### config.mk
export PLATFORM = sky130hd
export DESIGN_NAME = outport_alloc
export DESIGN_NICKNAME = d
export VERILOG_FILES = /design/src/rtl/noc_alloc_pkg.sv /design/src/rtl/outport_alloc_rr_pick.sv /design/src/rtl/outport_alloc.sv
export SDC_FILE = /design/constraint.sdc
export NUM_CORES = 1
export LEC_CHECK = 0
export ABC_AREA = 1
export BUFFER_PORTS_ARGS = -buffer_cell sky130_fd_sc_hd__clkbuf_2
export CAP_MARGIN = 10
export CORE_MARGIN = 3
export CORE_UTILIZATION = 44
export CTS_BUF_LIST = sky130_fd_sc_hd__clkbuf_8
export CTS_CLUSTER_SIZE = 16
export DETAILED_ROUTE_END_ITERATION = 10
export PLACE_DENSITY = 0.64
export SETUP_SLACK_MARGIN = 0.1
export SLEW_MARGIN = 0
export SYNTH_ARGS = -nofsm -noshare
export SYNTH_HDL_FRONTEND = slang
export SYNTH_SLANG_ARGS = --single-unit
export TNS_END_PERCENT = 1
### constraint.sdc
create_clock -name clk -period 4.7 [get_ports clk]
set_input_delay 0.705 -clock clk [delete_from_list [all_inputs] [get_ports clk]]
set_output_delay 0.705 -clock clk [all_outputs]
set_load 0.01 [all_outputs]
### src/rtl/noc_alloc_pkg.sv
// noc_alloc_pkg: shared types and defaults for the NoC output-port allocator.
//   alloc_state_t    : allocator FSM states (IDLE / LOCK / RELEASE)
//   ALLOC_RN_DEF     : default number of requesting input buffers
//   ALLOC_TO_CYC_DEF : default idle-lock timeout in cycles
//   ALLOC_TW_DEF     : default timeout counter width
package noc_alloc_pkg;

    typedef enum logic [1:0] {
        IDLE,
        LOCK,
        RELEASE
    } alloc_state_t;

    localparam int ALLOC_RN_DEF     = 4;
    localparam int ALLOC_TO_CYC_DEF = 64;
    localparam int ALLOC_TW_DEF     = 6;

endpackage

### src/rtl/outport_alloc_rr_pick.sv
// rr_pick: combinational round-robin search.
//   req  [RN-1:0] : request vector
//   ptr  [PW-1:0] : index of the last granted input
//   pick [RN-1:0] : one-hot first set bit searching upward from ptr+1 mod RN,
//                   all-zero when req is zero
module rr_pick
    import noc_alloc_pkg::*;
#(
    parameter int RN = ALLOC_RN_DEF,
    parameter int PW = (RN > 1) ? $clog2(RN) : 1
) (
    input  logic [RN-1:0] req,
    input  logic [PW-1:0] ptr,
    output logic [RN-1:0] pick
);

    localparam int unsigned RNU = RN;

    int unsigned idx;
    logic        found;

    always_comb begin
        pick  = '0;
        found = 1'b0;
        idx   = 0;
        for (int unsigned i = 1; i <= RNU; i++) begin
            idx = (32'(ptr) + i) % RNU;
            if (!found && req[idx]) begin
                pick[idx] = 1'b1;
                found     = 1'b1;
            end
        end
    end

endmodule

### src/rtl/outport_alloc.sv
// outport_alloc: round-robin wormhole allocator for one NoC output port.
//   clk      : clock
//   rst      : synchronous active-high reset
//   req      : per-input level route requests
//   flit_vld : a flit crosses this port this cycle
//   flit_eof : crossing flit is a tail flit (qualified by flit_vld)
//   gnt      : registered one-hot grant
//   ra       : registered route ack (|gnt)
//   busy     : registered, high in LOCK and RELEASE
//   timeout  : one-cycle pulse on a forced release
// Optional feature macro ALLOC_TIMEOUT_EN: idle-lock timeout counter. Without
// it a lock ends only by tail flit or request abort and timeout stays 0.
module outport_alloc
    import noc_alloc_pkg::*;
#(
    parameter int RN     = ALLOC_RN_DEF,
    parameter int TO_CYC = ALLOC_TO_CYC_DEF,
    parameter int TW     = ALLOC_TW_DEF
) (
    input  logic          clk,
    input  logic          rst,
    input  logic [RN-1:0] req,
    input  logic          flit_vld,
    input  logic          flit_eof,
    output logic [RN-1:0] gnt,
    output logic          ra,
    output logic          busy,
    output logic          timeout
);

    localparam int PW = (RN > 1) ? $clog2(RN) : 1;

    if (TO_CYC > (1 << TW) || TO_CYC < 1) begin : g_bad_cfg
        $error("outport_alloc: TO_CYC must be in 1..2**TW");
    end

    alloc_state_t  state, state_n;
    logic [RN-1:0] gnt_q, gnt_n;
    logic [PW-1:0] ptr_q, ptr_n;
    logic [PW-1:0] gidx_q, gidx_n;
    logic          to_n;
    logic          to_hit;
    logic [RN-1:0] pick;
    logic [PW-1:0] pick_idx;

    rr_pick #(.RN(RN), .PW(PW)) u_rr_pick (
        .req  (req),
        .ptr  (ptr_q),
        .pick (pick)
    );

    always_comb begin
        pick_idx = '0;
        for (int unsigned i = 0; i < RN; i++) begin
            if (pick[i]) pick_idx = PW'(i);
        end
    end

`ifdef ALLOC_TIMEOUT_EN
    logic [TW-1:0] cnt;

    // Counter sits at zero outside LOCK, which gives the clear on LOCK entry.
    always_ff @(posedge clk) begin
        if (rst || state != LOCK || flit_vld) cnt <= '0;
        else                                   cnt <= cnt + 1'b1;
    end

    assign to_hit = (state == LOCK) && !flit_vld && (cnt == TW'(TO_CYC - 1));
`else
    assign to_hit = 1'b0;
`endif

    always_comb begin
        state_n = state;
        gnt_n   = gnt_q;
        ptr_n   = ptr_q;
        gidx_n  = gidx_q;
        to_n    = 1'b0;
        case (state)
            IDLE: begin
                gnt_n = '0;
                if (|req) begin
                    gnt_n   = pick;
                    gidx_n  = pick_idx;
                    state_n = LOCK;
                end
            end
            LOCK: begin
                // Tail flit outranks abort, abort outranks timeout.
                if (flit_vld && flit_eof) begin
                    state_n = RELEASE;
                    gnt_n   = '0;
                    ptr_n   = gidx_q;
                end else if (!req[gidx_q]) begin
                    state_n = IDLE;
                    gnt_n   = '0;
                    ptr_n   = gidx_q;
                end else if (to_hit) begin
                    state_n = RELEASE;
                    gnt_n   = '0;
                    ptr_n   = gidx_q;
                    to_n    = 1'b1;
                end
            end
            RELEASE: begin
                // ptr already holds the released input; wait for its request to drop.
                gnt_n = '0;
                if (!req[ptr_q]) state_n = IDLE;
            end
            default: begin
                state_n = IDLE;
                gnt_n   = '0;
            end
        endcase
    end

    always_ff @(posedge clk) begin
        if (rst) begin
            state   <= IDLE;
            gnt_q   <= '0;
            ptr_q   <= PW'(RN - 1);
            gidx_q  <= '0;
            ra      <= 1'b0;
            busy    <= 1'b0;
            timeout <= 1'b0;
        end else begin
            state   <= state_n;
            gnt_q   <= gnt_n;
            ptr_q   <= ptr_n;
            gidx_q  <= gidx_n;
            ra      <= |gnt_n;
            busy    <= (state_n != IDLE);
            timeout <= to_n;
        end
    end

    assign gnt = gnt_q;

endmodule

==> impl_metrics.env <==
export IMPL_synth_area_um2=965
export IMPL_cp_required_ps=4870
export IMPL_p_leak_nw=0.587
export IMPL_cts_tree="done"
export IMPL_die_h_um=52.8
export IMPL_maxCapViolCount=0
export IMPL_io_buffers=13
export IMPL_cts_hold_buffers_added=0
export IMPL_top_usage_layer="met2"
export IMPL_vias=911
export IMPL_cts_sinks=12
export IMPL_top_level_ports=15
export IMPL_drive_above_1_share=0.181
export IMPL_ir_drop_uv=245
export IMPL_ys_seq_area_frac=0.249
export IMPL_numCtsBuffers=3
export IMPL_grt_use_total=0.169
export IMPL_clock_latency_ps=230
export IMPL_synth_top_cells_by_area="dfxtp_1 (25%), nand2_1 (17%), ha_1 (10%), nand3_1 (10%), inv_1 (5.8%)"
export IMPL_finalSetupViolCount=0
export IMPL_diodes=0
export IMPL_setup_tns_final_ps=0
export IMPL_slew_headroom=0.664
export IMPL_wl_per_cell_um=10.5
export IMPL_drt_total_wl_um=1970
export IMPL_cts_root_buf="clkbuf_8"
export IMPL_grt_max_degree=13
export IMPL_synth_top_area_share=0.249
export IMPL_avgSynthCellArea_um2=6.56
export IMPL_core_rowCount=16
export IMPL_outcome="finished clean"
export IMPL_async_flop_share=0
export IMPL_cts_resized=0
export IMPL_drcViolationCount=0
export IMPL_reg2reg_slack_ps=2490
export IMPL_grt_pass1_wl_um=3550
export IMPL_fin_skew_ps=3.00
export IMPL_timing_critical_path_from_type="register"
export IMPL_fp_dieArea_mm2=0.00279
export IMPL_grt_util_met1=0.222
export IMPL_synth_edf_count=0
export IMPL_grt_antenna_before_repair=0
export IMPL_fmax_ghz=0.452
export IMPL_syn_inst=147
export IMPL_final_max_slew_viol_count=0
export IMPL_synth_cell_types=24
export IMPL_cp_end_kind="register"
export IMPL_cp_arrival_ps=2380
export IMPL_areaGrowthSynthToFinish_pct=12.2
export IMPL_gp_congestion=0.868
export IMPL_place_inst=184
export IMPL_grt_pass1_vias=867
export IMPL_crit_type="reg2reg"
export IMPL_powerDensity_mw_per_mm2=435
export IMPL_ant_nets=0
export IMPL_dp_hpwl_um=1610
export IMPL_period_minus_slack_ps=2210
export IMPL_yosysWarnings=0
export IMPL_core_area_mm2=0.00202
export IMPL_cts_htree_levels=1
export IMPL_post_cts_buffers=0
export IMPL_start_util=0.477
export IMPL_final_cells=187
export IMPL_drt_iter0_drc=28
export IMPL_hold_violations=0
export IMPL_die_w_um=52.8
export IMPL_final_nets=178
export IMPL_crit_fanout=12
export IMPL_synth_seq_cells=12
export IMPL_synth_flop_cell="dfxtp_1"
export IMPL_firstDrtPassIters=4
export IMPL_min_path_type="reg2reg"
export IMPL_p_total_w=0.000471
export IMPL_grt_overflow=0
export IMPL_detail_route_vias_per_cell=4.87
export IMPL_clkTransAtPathRegs_ps=50
export IMPL_synth_net_count=163
export IMPL_post_route_period_util=0.470
export IMPL_rsz0062_at_grt="false"
export IMPL_worstMarginPinSlew_ps=504
export IMPL_grt_use_met2=0.269
export IMPL_clk_path_buf_depth=2
export IMPL_final_util=0.535
export IMPL_yosysTopAreaCell="dfxtp_1"
export IMPL_gr_usage_met3=0.0513
[critical path, stage by stage (launching register included)]
cell and delay (ps):
dfxtp_1 630, inv_6 120, ha_1 380, inv_1 130, nand3_4 110, nand2_4 90, nand2_2 80, nor2_4 110
nand2_1 70, nand3b_1 80, nand2_1 100, o21ai_1 110, nor2_1 70, nor2_1 80
[logic make-up after synthesis]
family	synth area share
and+or+nand+nor	0.457
adders and majority gates	0.104
buffers and inverters	0.0986
other	0.00389
AOI/OAI and AO/OA	0.0882
DFF	0.249
[per-layer routing]
metal,vias to the layer above,routed length (um),part of all wire
li1,499,-,-
met1,395,977,0.50
met2,17,912,0.46
met3,0,78,0.040
met4,0,0,0
met5,-,0,0
[flip-flops by register name, indices dropped and copies added, names as in the netlist]
name	flops
ra	1
busy	1
ptr_q	2
gnt	4
gidx_q	2
state	2
[Yosys cell counts, types with 2 or more instances]
| master | instances |
|---|---|
| nand2_1 | 43 |
| nand3_1 | 20 |
| inv_1 | 15 |
| nor2_1 | 14 |
| dfxtp_1 | 12 |
| ha_1 | 8 |
| a21oi_1 | 6 |
| nand2_2 | 3 |
| nand2_4 | 3 |
| o211ai_1 | 3 |
| o21ai_0 | 3 |
| inv_2 | 2 |
| nand3_4 | 2 |
| nand3b_1 | 2 |
| o22ai_1 | 2 |
[cell usage in the layout (no fill, tap or decap), types with 2 or more instances in the layout]
master | synthesis | layout
inv_1 | 15 | 15
clkbuf_2 | 0 | 13
o21ai_0 | 3 | 3
nor2_1 | 14 | 14
o22ai_1 | 2 | 2
nand2_2 | 3 | 3
nand3b_1 | 2 | 2
nand3_4 | 2 | 2
inv_2 | 2 | 2
nand3_1 | 20 | 20
nand2_4 | 3 | 3
ha_1 | 8 | 8
dfxtp_1 | 12 | 12
nand2_1 | 43 | 43
clkbuf_8 | 0 | 3
o211ai_1 | 3 | 3
a21oi_1 | 6 | 6
[power breakdown]
part	internal (W)	switching, W	leakage, nW	total [W]
Combinational	0.0000849	0.000152	0.467	0.000237
Clock	0.0000560	0.0000328	0.0216	0.0000888
Sequential	0.000125	0.0000204	0.0988	0.000145
Total	0.000266	0.000205	0.587	0.000471
[cell type report]
class	instances	area, um^2
fill	212	940
inverter	18	72.6
multi-input combinational	114	629
tap	27	33.8
timing repair buffer	13	65.1
sequential	12	240
clock buffer	3	41.3
[through the flow]
step | area, um^2 | worst slack [ps] | hold WS, ps
after global routing | 1080 | 2240 | 518
after floorplan | 965 | 2810 | 495
after global placement | 1040 | 2570 | 476
after CTS | 1080 | 2470 | 487
after detailed placement | 1040 | 2490 | 479
final | 1080 | 2490 | 488
[worst paths after layout]
check        startpoint         to  cells after the start
max            ptr_q[0]  gidx_q[0]                     13
min              gnt[0]     gnt[0]                      2
max reg2reg    ptr_q[0]  gidx_q[0]                     13
min reg2reg      gnt[0]     gnt[0]                      2
(Power assumes the default switching activity.)
